<file path="config.mk">
export PLATFORM = sky130hd
export DESIGN_NAME = acc_unit
export DESIGN_NICKNAME = d
export VERILOG_FILES = /design/src/rtl/acc_unit.sv
export SDC_FILE = /design/constraint.sdc
export NUM_CORES = 1
export LEC_CHECK = 0
export ABC_AREA = 0
export BUFFER_PORTS_ARGS = -buffer_cell sky130_fd_sc_hd__buf_2
export CAP_MARGIN = 40
export CORE_MARGIN = 5
export CORE_UTILIZATION = 50
export CTS_CLUSTER_DIAMETER = 80
export DETAILED_ROUTE_END_ITERATION = 12
export PLACE_DENSITY = 0.81
export SLEW_MARGIN = 20
export SYNTH_ARGS = -nofsm -noshare
export SYNTH_HDL_FRONTEND = slang
export SYNTH_SLANG_ARGS = --single-unit
</file>
<file path="constraint.sdc">
create_clock -name clk -period 4.9 [get_ports clk]
set_clock_uncertainty 0.15 [all_clocks]
set_input_delay 0.49 -clock clk [delete_from_list [all_inputs] [get_ports clk]]
set_output_delay 0.49 -clock clk [all_outputs]
set_load 0.01 [all_outputs]
</file>
<file path="src/rtl/acc_unit.sv">
// Accumulator with add/sub/shift/load/clear and an optional multi-cycle
// unsigned shift-add multiplier whose 2*WIDTH product lands in {mr_out, acc_out}.
module acc_unit #(
  parameter int unsigned WIDTH  = 16,
  parameter int unsigned MUL_EN = 1
) (
  input  logic             clk,
  input  logic             rst,
  input  logic [31:0]      control_signal,
  input  logic [WIDTH-1:0] acc_in,
  output logic [WIDTH-1:0] acc_out,
  output logic [WIDTH-1:0] mr_out,
  output logic             flag_z,
  output logic             flag_n,
  output logic             flag_c,
  output logic             flag_v,
  output logic             busy,
  output logic             done
);

  localparam int unsigned CW = (WIDTH > 1) ? $clog2(WIDTH) : 1;
  localparam int unsigned PW = 2 * WIDTH;

  typedef enum logic [1:0] {
    S_IDLE = 2'd0,
    S_MUL  = 2'd1,
    S_DONE = 2'd2
  } state_e;

  typedef enum logic [2:0] {
    OP_NONE = 3'd0,
    OP_CLR  = 3'd1,
    OP_LOAD = 3'd2,
    OP_ADD  = 3'd3,
    OP_SUB  = 3'd4,
    OP_SHL  = 3'd5,
    OP_SHR  = 3'd6,
    OP_MUL  = 3'd7
  } op_e;

  state_e state_q, state_d;
  op_e    op_c;

  logic [WIDTH-1:0] acc_q, acc_d;
  logic [WIDTH-1:0] mr_q, mr_d;
  logic [WIDTH-1:0] mcand_q, mcand_d;
  logic [PW-1:0]    prod_q, prod_d;
  logic [CW-1:0]    cnt_q, cnt_d;
  logic             z_q, z_d, n_q, n_d, c_q, c_d, v_q, v_d;
  logic             busy_q, busy_d, done_q, done_d;

  logic [WIDTH:0]   add_sum_c;
  logic [WIDTH:0]   sub_dif_c;
  logic [WIDTH:0]   step_sum_c;
  logic [PW-1:0]    prod_step_c;
  logic             last_step_c;
  logic             upd_zn_c;
  logic             unused_ctrl;

  assign unused_ctrl = ^{control_signal[31:22], control_signal[14:0]};

  // Priority decode: only the highest-priority set bit is executed.
  always_comb begin
    op_c = OP_NONE;
    if (control_signal[21])      op_c = OP_CLR;
    else if (control_signal[20]) op_c = OP_LOAD;
    else if (control_signal[19]) op_c = OP_ADD;
    else if (control_signal[18]) op_c = OP_SUB;
    else if (control_signal[17]) op_c = OP_SHL;
    else if (control_signal[16]) op_c = OP_SHR;
    else if (control_signal[15] && (MUL_EN != 0)) op_c = OP_MUL;
  end

  assign add_sum_c = {1'b0, acc_q} + {1'b0, acc_in};
  assign sub_dif_c = {1'b0, acc_q} - {1'b0, acc_in};

  // One shift-add step: the low half starts as the multiplier and is consumed LSB first.
  assign step_sum_c  = {1'b0, prod_q[PW-1:WIDTH]} +
                       (prod_q[0] ? {1'b0, mcand_q} : (WIDTH+1)'(0));
  assign prod_step_c = {step_sum_c, prod_q[WIDTH-1:1]};
  assign last_step_c = (cnt_q == CW'(WIDTH - 1));

  // State register
  always_ff @(posedge clk) begin
    if (rst) state_q <= S_IDLE;
    else     state_q <= state_d;
  end

  // Next-state logic
  always_comb begin
    state_d = state_q;
    case (state_q)
      S_IDLE, S_DONE: state_d = (op_c == OP_MUL) ? S_MUL : S_IDLE;
      S_MUL: begin
        if (op_c == OP_CLR)   state_d = S_IDLE;
        else if (last_step_c) state_d = S_DONE;
      end
      default: state_d = S_IDLE;
    endcase
  end

  // Datapath / output next values
  always_comb begin
    acc_d    = acc_q;
    mr_d     = mr_q;
    mcand_d  = mcand_q;
    prod_d   = prod_q;
    cnt_d    = cnt_q;
    z_d      = z_q;
    n_d      = n_q;
    c_d      = c_q;
    v_d      = v_q;
    busy_d   = busy_q;
    done_d   = 1'b0;
    upd_zn_c = 1'b0;

    case (state_q)
      S_MUL: begin
        if (op_c == OP_CLR) begin
          acc_d  = '0;
          mr_d   = '0;
          z_d    = 1'b1;
          n_d    = 1'b0;
          c_d    = 1'b0;
          v_d    = 1'b0;
          busy_d = 1'b0;
        end else begin
          prod_d = prod_step_c;
          cnt_d  = cnt_q + CW'(1);
          if (last_step_c) begin
            acc_d  = prod_step_c[WIDTH-1:0];
            mr_d   = prod_step_c[PW-1:WIDTH];
            z_d    = (prod_step_c == '0);
            n_d    = prod_step_c[PW-1];
            c_d    = (prod_step_c[PW-1:WIDTH] != '0);
            v_d    = 1'b0;
            busy_d = 1'b0;
            done_d = 1'b1;
          end
        end
      end
      default: begin
        case (op_c)
          OP_CLR: begin
            acc_d = '0;
            mr_d  = '0;
            z_d   = 1'b1;
            n_d   = 1'b0;
            c_d   = 1'b0;
            v_d   = 1'b0;
          end
          OP_LOAD: begin
            acc_d    = acc_in;
            c_d      = 1'b0;
            v_d      = 1'b0;
            upd_zn_c = 1'b1;
          end
          OP_ADD: begin
            acc_d    = add_sum_c[WIDTH-1:0];
            c_d      = add_sum_c[WIDTH];
            v_d      = (acc_q[WIDTH-1] == acc_in[WIDTH-1]) &&
                       (add_sum_c[WIDTH-1] != acc_q[WIDTH-1]);
            upd_zn_c = 1'b1;
          end
          OP_SUB: begin
            acc_d    = sub_dif_c[WIDTH-1:0];
            c_d      = sub_dif_c[WIDTH];
            v_d      = (acc_q[WIDTH-1] != acc_in[WIDTH-1]) &&
                       (sub_dif_c[WIDTH-1] != acc_q[WIDTH-1]);
            upd_zn_c = 1'b1;
          end
          OP_SHL: begin
            acc_d    = {acc_q[WIDTH-2:0], 1'b0};
            c_d      = acc_q[WIDTH-1];
            v_d      = 1'b0;
            upd_zn_c = 1'b1;
          end
          OP_SHR: begin
            acc_d    = {1'b0, acc_q[WIDTH-1:1]};
            c_d      = acc_q[0];
            v_d      = 1'b0;
            upd_zn_c = 1'b1;
          end
          OP_MUL: begin
            mcand_d = acc_in;
            prod_d  = {WIDTH'(0), acc_q};
            cnt_d   = '0;
            busy_d  = 1'b1;
          end
          default: ;
        endcase
        if (upd_zn_c) begin
          z_d = (acc_d == '0);
          n_d = acc_d[WIDTH-1];
        end
      end
    endcase
  end

  // Datapath registers
  always_ff @(posedge clk) begin
    if (rst) begin
      acc_q   <= '0;
      mr_q    <= '0;
      mcand_q <= '0;
      prod_q  <= '0;
      cnt_q   <= '0;
      z_q     <= 1'b1;
      n_q     <= 1'b0;
      c_q     <= 1'b0;
      v_q     <= 1'b0;
      busy_q  <= 1'b0;
      done_q  <= 1'b0;
    end else begin
      acc_q   <= acc_d;
      mr_q    <= mr_d;
      mcand_q <= mcand_d;
      prod_q  <= prod_d;
      cnt_q   <= cnt_d;
      z_q     <= z_d;
      n_q     <= n_d;
      c_q     <= c_d;
      v_q     <= v_d;
      busy_q  <= busy_d;
      done_q  <= done_d;
    end
  end

  assign acc_out = acc_q;
  assign mr_out  = mr_q;
  assign flag_z  = z_q;
  assign flag_n  = n_q;
  assign flag_c  = c_q;
  assign flag_v  = v_q;
  assign busy    = (MUL_EN != 0) ? busy_q : 1'b0;
  assign done    = (MUL_EN != 0) ? done_q : 1'b0;

endmodule
</file>
# --- Word-level counts from Yosys, hierarchy flattened ---
# Index checks and enable logic that the tools add are counted.
# Widths: inputs -> output; s select.
classes:
  n_mux: 50
  eq_ne: 16
  n_reduce_logical: 24
  addsub: 4
  bitwise: 1
ops:
  columns: ["op", "n"]
  rows:
  - ["$mux 16", 9]
  - ["$mux 32", 3]
  - ["$pmux 16 s6", 1]
  - ["$add 16x16->17", 2]
  - ["$logic_not 32->1", 1]
  - ["$mux 1", 22]
  - ["$mux 3", 7]
  - ["$sub 16x16->17", 1]
  - ["$logic_not 16->1", 1]
  - ["$reduce_bool 16->1", 1]
  - ["$reduce_and 2->1", 7]
  - ["$eq 3x3->1 const B", 4]
  - ["$mux 4", 3]
  - ["$eq 3x2->1 const B", 2]
  - ["$reduce_bool 2->1", 3]
  - ["$reduce_bool 6->1", 1]
  - ["$pmux 1 s5", 1]
  - ["$reduce_or 5->1", 1]
  - ["$add 4x1->4 const B", 1]
  - ["$eq 4x4->1 const B", 1]
  - ["$mux 2", 2]
  - ["$pmux 2 s2", 1]
  - ["$reduce_bool 4->1", 1]
  - ["$reduce_or 2->1", 2]
  - ["14 further kinds", 17]
totals:
  word_cells: 107
  input_bits: 50
  ff_bits: 92
  out_inout_bits: 38

# --- Logic depth before layout (Yosys ltp) ---
# Gate-level depths: netlist of the first run.
logic_depth:
  word_depth: 13
  depth_mapped: 21
  mapped_depth_nobuf: 18

# --- Least setup slack after synthesis of the first run ---
# OpenSTA, ideal clock, no wires.
synth_timing:
  path_kind: "flip-flop to flip-flop"
  startpoint: "reg prod_q[0]"
  endpoint: "reg c_q, in the netlist flag_c"
  setup_time_ns: 0.115
  period_less_slack_ns: 3.646
  t_arrival_ns: 3.381
  n_path_buf: 1
  stages_incl_launch_ff: 16
  path_slack_ns: 1.254
  required_time_ns: 4.635
  cell_sequence: "dfxtp_1 -> clkbuf_1 -> and2_1 -> ha_1 -> inv_1 -> fa_1 -> nor2b_1 -> o31ai_1 -> a211oi_1 -> o21ai_0 -> a21oi_1 -> xor2_1 -> or4_1 -> or4_1 -> o21ai_0 -> a21bo_2"
synth_via:
  elab_chain_len: 6
synth_rtl:
  columns: ["item", "line_no", "rtl"]
  rows:
  - ["start, declared", "47", "logic [PW-1:0] prod_q, prod_d;"]
  - ["start signal, assigned", "218", "prod_q <= prod_d;"]
  - ["$mux 16", "79", "(prod_q[0] ? {1'b0, mcand_q} : (WIDTH+1)'(0));"]
  - ["$add 16x16->17", "78", "assign step_sum_c = {1'b0, prod_q[PW-1:WIDTH]} +"]
  - ["$reduce_bool 16->1", "135", "c_d = (prod_step_c[PW-1:WIDTH] != '0);"]
  - ["$mux 1", "130", "if (last_step_c) begin"]
  - ["$mux 1", "119", "if (op_c == OP_CLR) begin"]
  - ["$mux 1", "117", "case (state_q)"]
  - ["end signal, assigned", "210", "c_q <= 1'b0;"]
  - ["end signal, assigned", "222", "c_q <= c_d;"]
  - ["end, declared", "49", "logic z_q, z_d, n_q, n_d, c_q, c_d, v_q, v_d;"]
# Every way passes these cells. The select of a mux whose other input is x is not followed.
# A chain may end at the register's enable or synchronous reset.

# --- Worst setup path in the final report of the first run ---
layout_timing:
  startpoint: "reg acc_q[0], in the netlist acc_out[0]"
  endpoint: "reg z_q, in the netlist flag_z"
layout_via:
  elab_chain_len: 6
  elab_cells_between_ends: 7
  cone_classes: "add/sub: 2; mux: 4; reduce/logical: 1"
layout_rtl:
  columns: ["item", "line_no", "rtl"]
  rows:
  - ["start, declared", "44", "logic [WIDTH-1:0] acc_q, acc_d;"]
  - ["start signal, assigned", "203", "acc_q <= '0;"]
  - ["start signal, assigned", "215", "acc_q <= acc_d;"]
  - ["$sub 16x16->17 or $add 16x16->17 (tied branches)", "75, 74", null]
  - ["$pmux 16 s6 (*)", "143", "case (op_c)"]
  - ["$mux 16 (*)", "117", null]
  - ["$logic_not 16->1 (*)", "193", "z_d = (acc_d == '0);"]
  - ["$mux 1 (*)", "192", "if (upd_zn_c) begin"]
  - ["$mux 1 (*)", "117", null]
  - ["end signal, assigned", "220", "z_q <= z_d;"]
  - ["end, declared", "49", null]
# Every way passes the cells marked *; elsewhere a longest branch is shown, timed or not. The select of a mux whose other input is x is not followed.

==> flow_summary.toml, run 1 <==
[synth]
yosys_warnings = 0
yosysUniqueCellTypes = 73
synth.net_count = 1046
yosys-top-cells-count = "nand2_1 (123), nor2_1 (122), dfxtp_1 (92)"
synthesis.area_um2 = 6927
synth_enable_flop_cells = 0
synth_ff_type = "dfxtp_1"
ys_ff_latch = 92
async_reset_ff_share_pct = 0
syn_inst = 939
syn_avg_cell_area_um2 = 7.377
yosys.area.top_type_share_pct = 26.59
synth-seq-area-share_pct = 26.59
synthTopCellsByArea = "dfxtp_1 (27%), ha_1 (9.8%), nand2_1 (6.7%), nor2_1 (6.6%), a21oi_1 (5.6%)"
synth_top_area_cell = "dfxtp_1"
yosysMostFrequentCell = "nand2_1"

[place]
gp_congestion = 0.9553
hpwl_um = 15300
port_buffers = 62

[cts]
cts_setup_buffers = 0
clock-root-buffer = "clkbuf_16"
htree_levels = 3
clkLatencyLatePin_ns = 0.34
cts_sinks = 92
holdBufCountCts = 0
cts_tree = "yes"
clk_path_buf_depth = 2
path_clk_slew_ns = 0.06
ctsResizeCount = 0
cts_buffers = 9

[routing]
top_layer = "met4"
wl_per_cell_um = 17.76
dr.first_iter.drc_count = 682
ant_nets = 0
drc = 0
drt_pass1_iterations = 6
viasPerCell = 6.233
routed-wl-met3_um = 1617
wl_met1_um = 8561
vias = 7224
wl_um = 20590
route.met2.wl_um = 9785

[floorplanning]
coreArea_um2 = 13720
core.rowCount = 43
fp.dieW_um = 127.7
initial_core_util_pct = 50.49
die_h_um = 127.7
dieArea_um2 = 16310
ioPinCount = 88

[global_route]
grt_use_total_pct = 24.90
grt_pass1_vias = 6665
antenna_found_initial = 0
grt_max_degree = 46
grt.overflow.total = 0
grt_pass1_wl_um = 33340

[critical_path]
start_kind = "register"
worstPathRequired_ns = 5.03
critPathArrivalTime_ns = 4.42
worstPathMaxFanout = 8
end_kind = "register"
path_class = "reg -> reg"

[timing]
grt_setup_unrepaired = "false"
worstMarginPinSlew_ns = 0.7533
fin_crit_sh_pct = 87.51
hold_viol_final = 0
whs_ns = 0.2913
tns_ns = 0
min_period_ns = 4.288
fmax_mhz = 233.2
finalSetupViolCount = 0
maxSlewViolCount = 0
relSlewSlack_pct = 49.32

[layout]
drive_gt1_share_pct = 11.44
nNetsFinal = 1081
syn2layout_area_growth_pct = 10.51
fillers = 1304
diodes = 0

[min_path]
hp-class = "in -> reg"

[status]
status = "finished clean"

[power_and_ir_drop]
peakVddDrop_mv = 0.1678
leakage_nw = 3.210
finalPower_mw = 2.116
powerDensity_nw_per_um2 = 276.4

[run]
maxCapViolations = 0
report_power, final:
| part | switching, mW | internal, mW | leakage [nW] |
|---|---|---|---|
| clock network | 0.292 | 0.359 | 0.136 |
| logic | 0.376 | 0.245 | 2.33 |
| registers | 0.0656 | 0.778 | 0.746 |
cells by family (layout without fill, tap and decap cells):
| family | Yosys count | in the layout | synth area share [%] |
|---|---|---|---|
| muxes | 9 | 9 | 1.301 |
| xor gates and xnor gates | 23 | 23 | 2.908 |
| AOI/OAI and AO/OA | 293 | 293 | 28.88 |
| buffers and inverters | 100 | 140 | 5.780 |
| and+or+nand+nor | 365 | 365 | 23.92 |
| adders and majority gates | 57 | 57 | 10.62 |
| DFF | 92 | 92 | 26.59 |
flip-flops by register name, summed over array words and instances (netlist names):
register and flops:
mr_out 16, flag_c 1, flag_n 1, state_q 2, busy 1, flag_v 1, acc_out 16, cnt_q 4
mcand_q 16, prod_q 32, flag_z 1, done 1
per-stage QoR:
stage | std cells | util [%] | setup slack (ns) | instance area [um2]
after global placement | 1140 | 53.55 | 0.6090 | 7347
final | 1159 | 55.80 | 0.6119 | 7655
after detailed placement | 1143 | 53.77 | 0.5876 | 7377
after global routing | 1159 | 55.80 | 0.3029 | 7655
after floorplan | 939 | - | 1.254 | 6927
after CTS | 1159 | 55.80 | 0.6789 | 7655
critical path, cell delays in order (launching register included):
cell      delay (ns)
dfxtp_1         0.50
ha_1            0.24
inv_1           0.05
fa_1            0.38
or2_2           0.33
a221oi_1        0.48
o211ai_1        0.21
a31oi_1         0.42
mux2i_1         0.24
nand4_1         0.12
nor4_1          0.27
nor4bb_1        0.49
a31o_1          0.22
o22a_1          0.12
per-layer routing:
metal	global-route usage, %	up-vias
met1	32.30	3389
met2	41.90	318
met5	0	-
li1	-	3460
met3	4.000	57
met4	8.989	0
layout make-up:
cell class | instances | area, um2 | area share (%)
Clock buffer | 11 | 242.7 | 3.171
Clock inverter | 5 | 35.03 | 0.4577
Inverter | 44 | 165.2 | 2.158
Multi-Input combinational cell | 747 | 4692 | 61.29
Sequential cell | 92 | 1842 | 24.06
Tap cell | 180 | 225.2 | 2.942
Timing Repair Buffer | 80 | 452.9 | 5.917
cells in the final DEF, fill, tap and decap left out, drive strengths merged, types with 6 or more instances in the layout:
| cell | netlist | final |
|---|---|---|
| buf | 6 | 80 |
| and2 | 19 | 19 |
| xnor2 | 16 | 16 |
| inv | 44 | 45 |
| nand3 | 22 | 22 |
| a22oi | 15 | 15 |
| ha | 54 | 54 |
| a211oi | 9 | 9 |
| mux2i | 9 | 9 |
| nor2b | 12 | 12 |
| nor4 | 10 | 10 |
| o31ai | 8 | 8 |
| o21ai | 58 | 58 |
| dfxtp | 92 | 92 |
| a311oi | 19 | 19 |
| nand2 | 123 | 123 |
| nor3 | 18 | 18 |
| xor2 | 7 | 7 |
| a221oi | 12 | 12 |
| o21a | 10 | 10 |
| a21oi | 79 | 79 |
| nor2 | 122 | 122 |
| and3 | 8 | 8 |
| nand2b | 7 | 7 |
| or3 | 6 | 6 |
| a22o | 14 | 14 |
| clkbuf | 50 | 11 |
path summary, 6_finish.rpt:
kind	from	to	slack [ns]	depth (start not counted)
max	acc_out[0]	flag_z	0.61	13
min	acc_in[4]	mcand_q[4]	0.29	3
max reg2reg	acc_out[0]	flag_z	0.61	13
min reg2reg	mcand_q[0]	mcand_q[0]	0.30	2
Power figures use the tool's default switching activity.
==> inputs of run 2 (changes only) <==
- CORE_UTILIZATION: 50 -> 30
- MAX_ROUTING_LAYER: not set -> met4
- PLACE_DENSITY: 0.81 -> 0.58
==> flow_summary.toml, run 2 (synthesis results as in run 1) <==
[layout]
largest_reg_flops = 32
fin_area_um2 = 7830
diodes = 0
syn2layout_area_growth_pct = 13.04
regMostFlops = "prod_q"
final_common_cell = "nand2_1"
nNetsFinal = 1083
drive_gt1_share_pct = 11.72
layout_common_cells = "nand2_1 (123), nor2_1 (121), dfxtp_1 (92)"

[place]
port_buffers = 62
dp_worst_setup_slack_ns = 0.6015
hpwl_um = 16930
gp_congestion = 0.8848
dpl_cell_area_um2 = 7518

[min_path]
hold_depth = 3
hp-class = "in -> reg"
hold_path_startpoint = "acc_in[2]"
min_to = "mcand_q[2]"

[critical_path]
r2r-start = "prod_q[0]"
rrSetupSlack_ns = 0.61
path_class = "reg -> reg"
critPathArrivalTime_ns = 4.37
rr_endpoint = "flag_c"
crit_buf_inv = 1
worstPathRequired_ns = 4.98
cp_cell_sequence = "and2_1 > ha_1 > inv_1 > fa_1 > nor2b_1 > o31ai_1 > a211oi_1 > o21ai_0 > a21oi_1 > xor2_1 > or4_1 > or4_1 > o21ai_0 > a21bo_2"
worstPathMaxFanout = 17
critPathTopFamily = "simple AND/OR/NAND/NOR gates"
r2r.worst_path.cells = 14
start_kind = "register"
crit_slowest_cell = "dfxtp_1"
end_kind = "register"
path_depth = 14
max_stage_delay_ns = 0.59

[timing]
finalSetupViolCount = 0
tns_ns = 0
hold_viol_final = 0
worstMarginPinSlew_ns = 0.7624
fin_ws_ns = 0.6139
relSlewSlack_pct = 49.18
maxSlewViolCount = 0
min_period_ns = 4.286
grt_setup_unrepaired = "false"
fin_crit_sh_pct = 87.47
fmax_mhz = 233.3

[floorplanning]
ioPinCount = 88
dieArea_um2 = 26230
core.rowCount = 55
initial_core_util_pct = 30.50
die_h_um = 162.0
coreArea_um2 = 22710
fp.dieW_um = 162.0

[cts]
clkLatencyLatePin_ns = 0.34
htree_levels = 3
cts_setup_buffers = 0
holdBufCountCts = 0
clk_path_buf_depth = 2
path_clk_slew_ns = 0.07
clock-root-buffer = "clkbuf_16"
ctsResizeCount = 0
cts_sinks = 92
cts_tree = "yes"
cts_buffers = 9

[global_route]
busiest_layer = "met2"
use_met3_pct = 2.537
met2_usage_pct = 27.63
grt_max_degree = 61
grt_use_total_pct = 16.99
grt_pass1_wl_um = 35160
use_met1_pct = 22.60
grt_pass1_vias = 6517
antenna_found_initial = 0
grt.overflow.total = 0

[routing]
vias = 7053
dr.first_iter.drc_count = 623
wl_per_cell_um = 17.51
drc = 0
viasPerCell = 5.571
wl_um = 22170
ant_nets = 0
drt_pass1_iterations = 6

[power_and_ir_drop]
internal-power_mw = 1.453
peakVddDrop_mv = 0.1878
p_clk_share_pct = 33.1
switching_share_pct = 34.04
p_sw_mw = 0.7499
powerDensity_nw_per_um2 = 281.4
finalPower_mw = 2.203
seq_power_share_pct = 38.0
combPwrFrac_pct = 28.9
leakage_nw = 3.233

[run]
maxCapViolations = 0

[status]
status = "finished clean"
[run 2: through the flow]
| stage | utilization, % | hold slack [ns] | std cells |
|---|---|---|---|
| global route | 34.48 | 0.3051 | 1266 |
| global placement | 33.07 | 0.2883 | 1249 |
| finish | 34.48 | 0.2896 | 1266 |
| detailed placement | 33.11 | 0.2971 | 1250 |
| floorplan | - | 0.2817 | 939 |
| CTS | 34.48 | 0.2850 | 1266 |
[run 2: cell type report]
| type | instances | area (um2) |
|---|---|---|
| inverter | 44 | 165.2 |
| sequential | 92 | 1842 |
| clock inverter | 4 | 55.05 |
| multi-input combinational | 747 | 4695 |
| clock buffer | 12 | 256.5 |
| fill | 2455 | 14880 |
| timing repair buffer | 82 | 460.4 |
| tap | 285 | 356.6 |
[run 2: worst max-delay path by stage]
stage | start | endpoint | slack [ns]
floorplan | prod_q[0] | flag_c | 1.25
global placement | control_signal[16] | flag_z | 0.55
detailed placement | control_signal[15] | flag_z | 0.60
CTS | prod_q[0] | flag_c | 0.64
global route | prod_q[0] | flag_c | 0.31
finish | prod_q[0] | flag_c | 0.61
[run 2: routing by layer]
metal	wire length, um	share of wire [%]	up-vias
li1	-	-	3476
met1	10040	45	3299
met2	10330	47	253
met3	1474	6.6	25
met4	318	1.4	0
met5	0	0	-
[run 2: worst min-delay path: stages]
cell and delay (ns):
buf_2 0.13, nand2_1 0.06, a21oi_1 0.05
[run 2: power groups by stage]
stage | combinational (mW) | sequential, mW | clock, mW
after floorplan | 0.434 | 0.843 | 0
after global placement | 0.622 | 0.855 | 0
after detailed placement | 0.623 | 0.855 | 0
after CTS | 0.628 | 0.837 | 0.745
after global routing | 0.699 | 0.842 | 0.771
final | 0.636 | 0.838 | 0.729
==> inputs of run 3 (changes only) <==
- RECOVER_POWER: not set -> 100
==> flow_summary.toml, run 3 (synthesis results as in run 1) <==
[global_route]
grt_use_total_pct = 16.99
grt_pass1_wl_um = 35160
grt_max_degree = 61
grt_pass1_vias = 6517
antenna_found_initial = 0
grt.overflow.total = 0

[routing]
vias = 7002
dr.first_iter.drc_count = 616
wl_um = 22160
viasPerCell = 5.531
drt_pass1_iterations = 7
wl_per_cell_um = 17.50
ant_nets = 0
drc = 0

[cts]
clkLatencyLatePin_ns = 0.34
holdBufCountCts = 0
cts_tree = "yes"
cts_sinks = 92
cts_buffers = 9
clk_path_buf_depth = 2
htree_levels = 3
path_clk_slew_ns = 0.07
clock-root-buffer = "clkbuf_16"
cts_setup_buffers = 0
ctsResizeCount = 0

[floorplanning]
coreArea_um2 = 22710
fp.dieW_um = 162.0
initial_core_util_pct = 30.50
die_h_um = 162.0
core.rowCount = 55
ioPinCount = 88
dieArea_um2 = 26230

[layout]
drive_gt1_share_pct = 6.728
diodes = 0
syn2layout_area_growth_pct = 11.63
largest_reg_flops = 32
nNetsFinal = 1083
final_common_cell = "nand2_1"
regMostFlops = "prod_q"
layoutNonFillerInstCount = 1266
layout_common_cells = "nand2_1 (123), nor2_1 (122), dfxtp_1 (92)"

[critical_path]
path_class = "in -> reg"
worstPathMaxFanout = 17
start_kind = "input port"
worstPathRequired_ns = 4.97
critPathArrivalTime_ns = 4.42
end_kind = "register"

[power_and_ir_drop]
p_clk_share_pct = 33.2
finalPower_mw = 2.190
p_sw_mw = 0.7484
peakVddDrop_mv = 0.1877
switching_share_pct = 34.17
powerDensity_nw_per_um2 = 283.2
combPwrFrac_pct = 28.5
seq_power_share_pct = 38.3
leakage_nw = 3.042
internal-power_mw = 1.442

[place]
hpwl_um = 16930
port_buffers = 62
post-place-cells = 1250
gp_congestion = 0.8848

[timing]
whs_ns = 0.2897
finalSetupViolCount = 0
grt_setup_unrepaired = "false"
worstMarginPinSlew_ns = 1.260
relSlewSlack_pct = 15.97
hold_viol_final = 0
tns_ns = 0
min_period_ns = 4.354
fin_crit_sh_pct = 88.85
fmax_mhz = 229.7
maxSlewViolCount = 0

[min_path]
hp-class = "in -> reg"

[run]
maxCapViolations = 0

[status]
status = "finished clean"
[run 3: cell count changes in the layout (fill, tap and decap cells not counted)]
cell | before | now
and2_0 | 1 | 2
and2_1 | 17 | 16
buf_2 | 62 | 26
buf_4 | 20 | 7
clkbuf_1 | 1 | 48
clkbuf_2 | 0 | 2
nor2_1 | 121 | 122
nor2_2 | 1 | 0
or4_1 | 4 | 5
or4_4 | 1 | 0
[run 3: worst max-delay path: stages]
cell	delay [ns]
clkbuf_1	0.12
nor3_1	0.57
nand2_1	0.37
clkbuf_1	0.31
and2_0	0.22
clkbuf_1	0.31
nor2_1	0.82
clkbuf_1	0.47
nor2_1	0.09
clkbuf_2	0.32
a22oi_1	0.27
nor2_1	0.05
[run 3: metal layers]
metal / vias to the layer above / track usage [%] / wire length [um] / share of wire, %
li1: 3477 / - / - / -
met1: 3311 / 22.60 / 10450 / 47
met2: 190 / 27.63 / 10300 / 46
met3: 24 / 2.537 / 1078 / 4.9
met4: 0 / 3.499 / 325 / 1.5
met5: - / - / 0 / 0
[run 3: layout make-up]
class | count | area (um2)
fill | 2490 | 14980
tap | 285 | 356.6
sequential | 92 | 1842
inverter | 44 | 165.2
timing repair buffer | 82 | 369.1
clock inverter | 4 | 55.05
multi-input combinational | 747 | 4688
clock buffer | 12 | 256.5
[run 3: stage by stage]
stage | instance area, um2 | setup slack (ns) | utilization [%]
floorplan | 6927 | 1.254 | -
global placement | 7511 | 0.5458 | 33.07
CTS | 7830 | 0.6441 | 34.48
global route | 7732 | 0.1943 | 34.05
detailed placement | 7518 | 0.6015 | 33.11
finish | 7732 | 0.5464 | 34.05
[run 3: power groups by stage]
stage	Clock, mW	Sequential, mW	Combinational (mW)
after floorplan	0	0.843	0.434
after global placement	0	0.855	0.622
after detailed placement	0	0.855	0.623
after CTS	0.745	0.837	0.628
after global routing	0.771	0.843	0.687
final	0.728	0.839	0.624
[run 3: final timing paths]
check,to,slack [ns],from,depth (start not counted)
max reg2reg,flag_c,0.59,prod_q[0],14
min reg2reg,mcand_q[9],0.30,mcand_q[9],2
min,mcand_q[2],0.29,acc_in[2],3
max,prod_q[29],0.55,control_signal[20],12
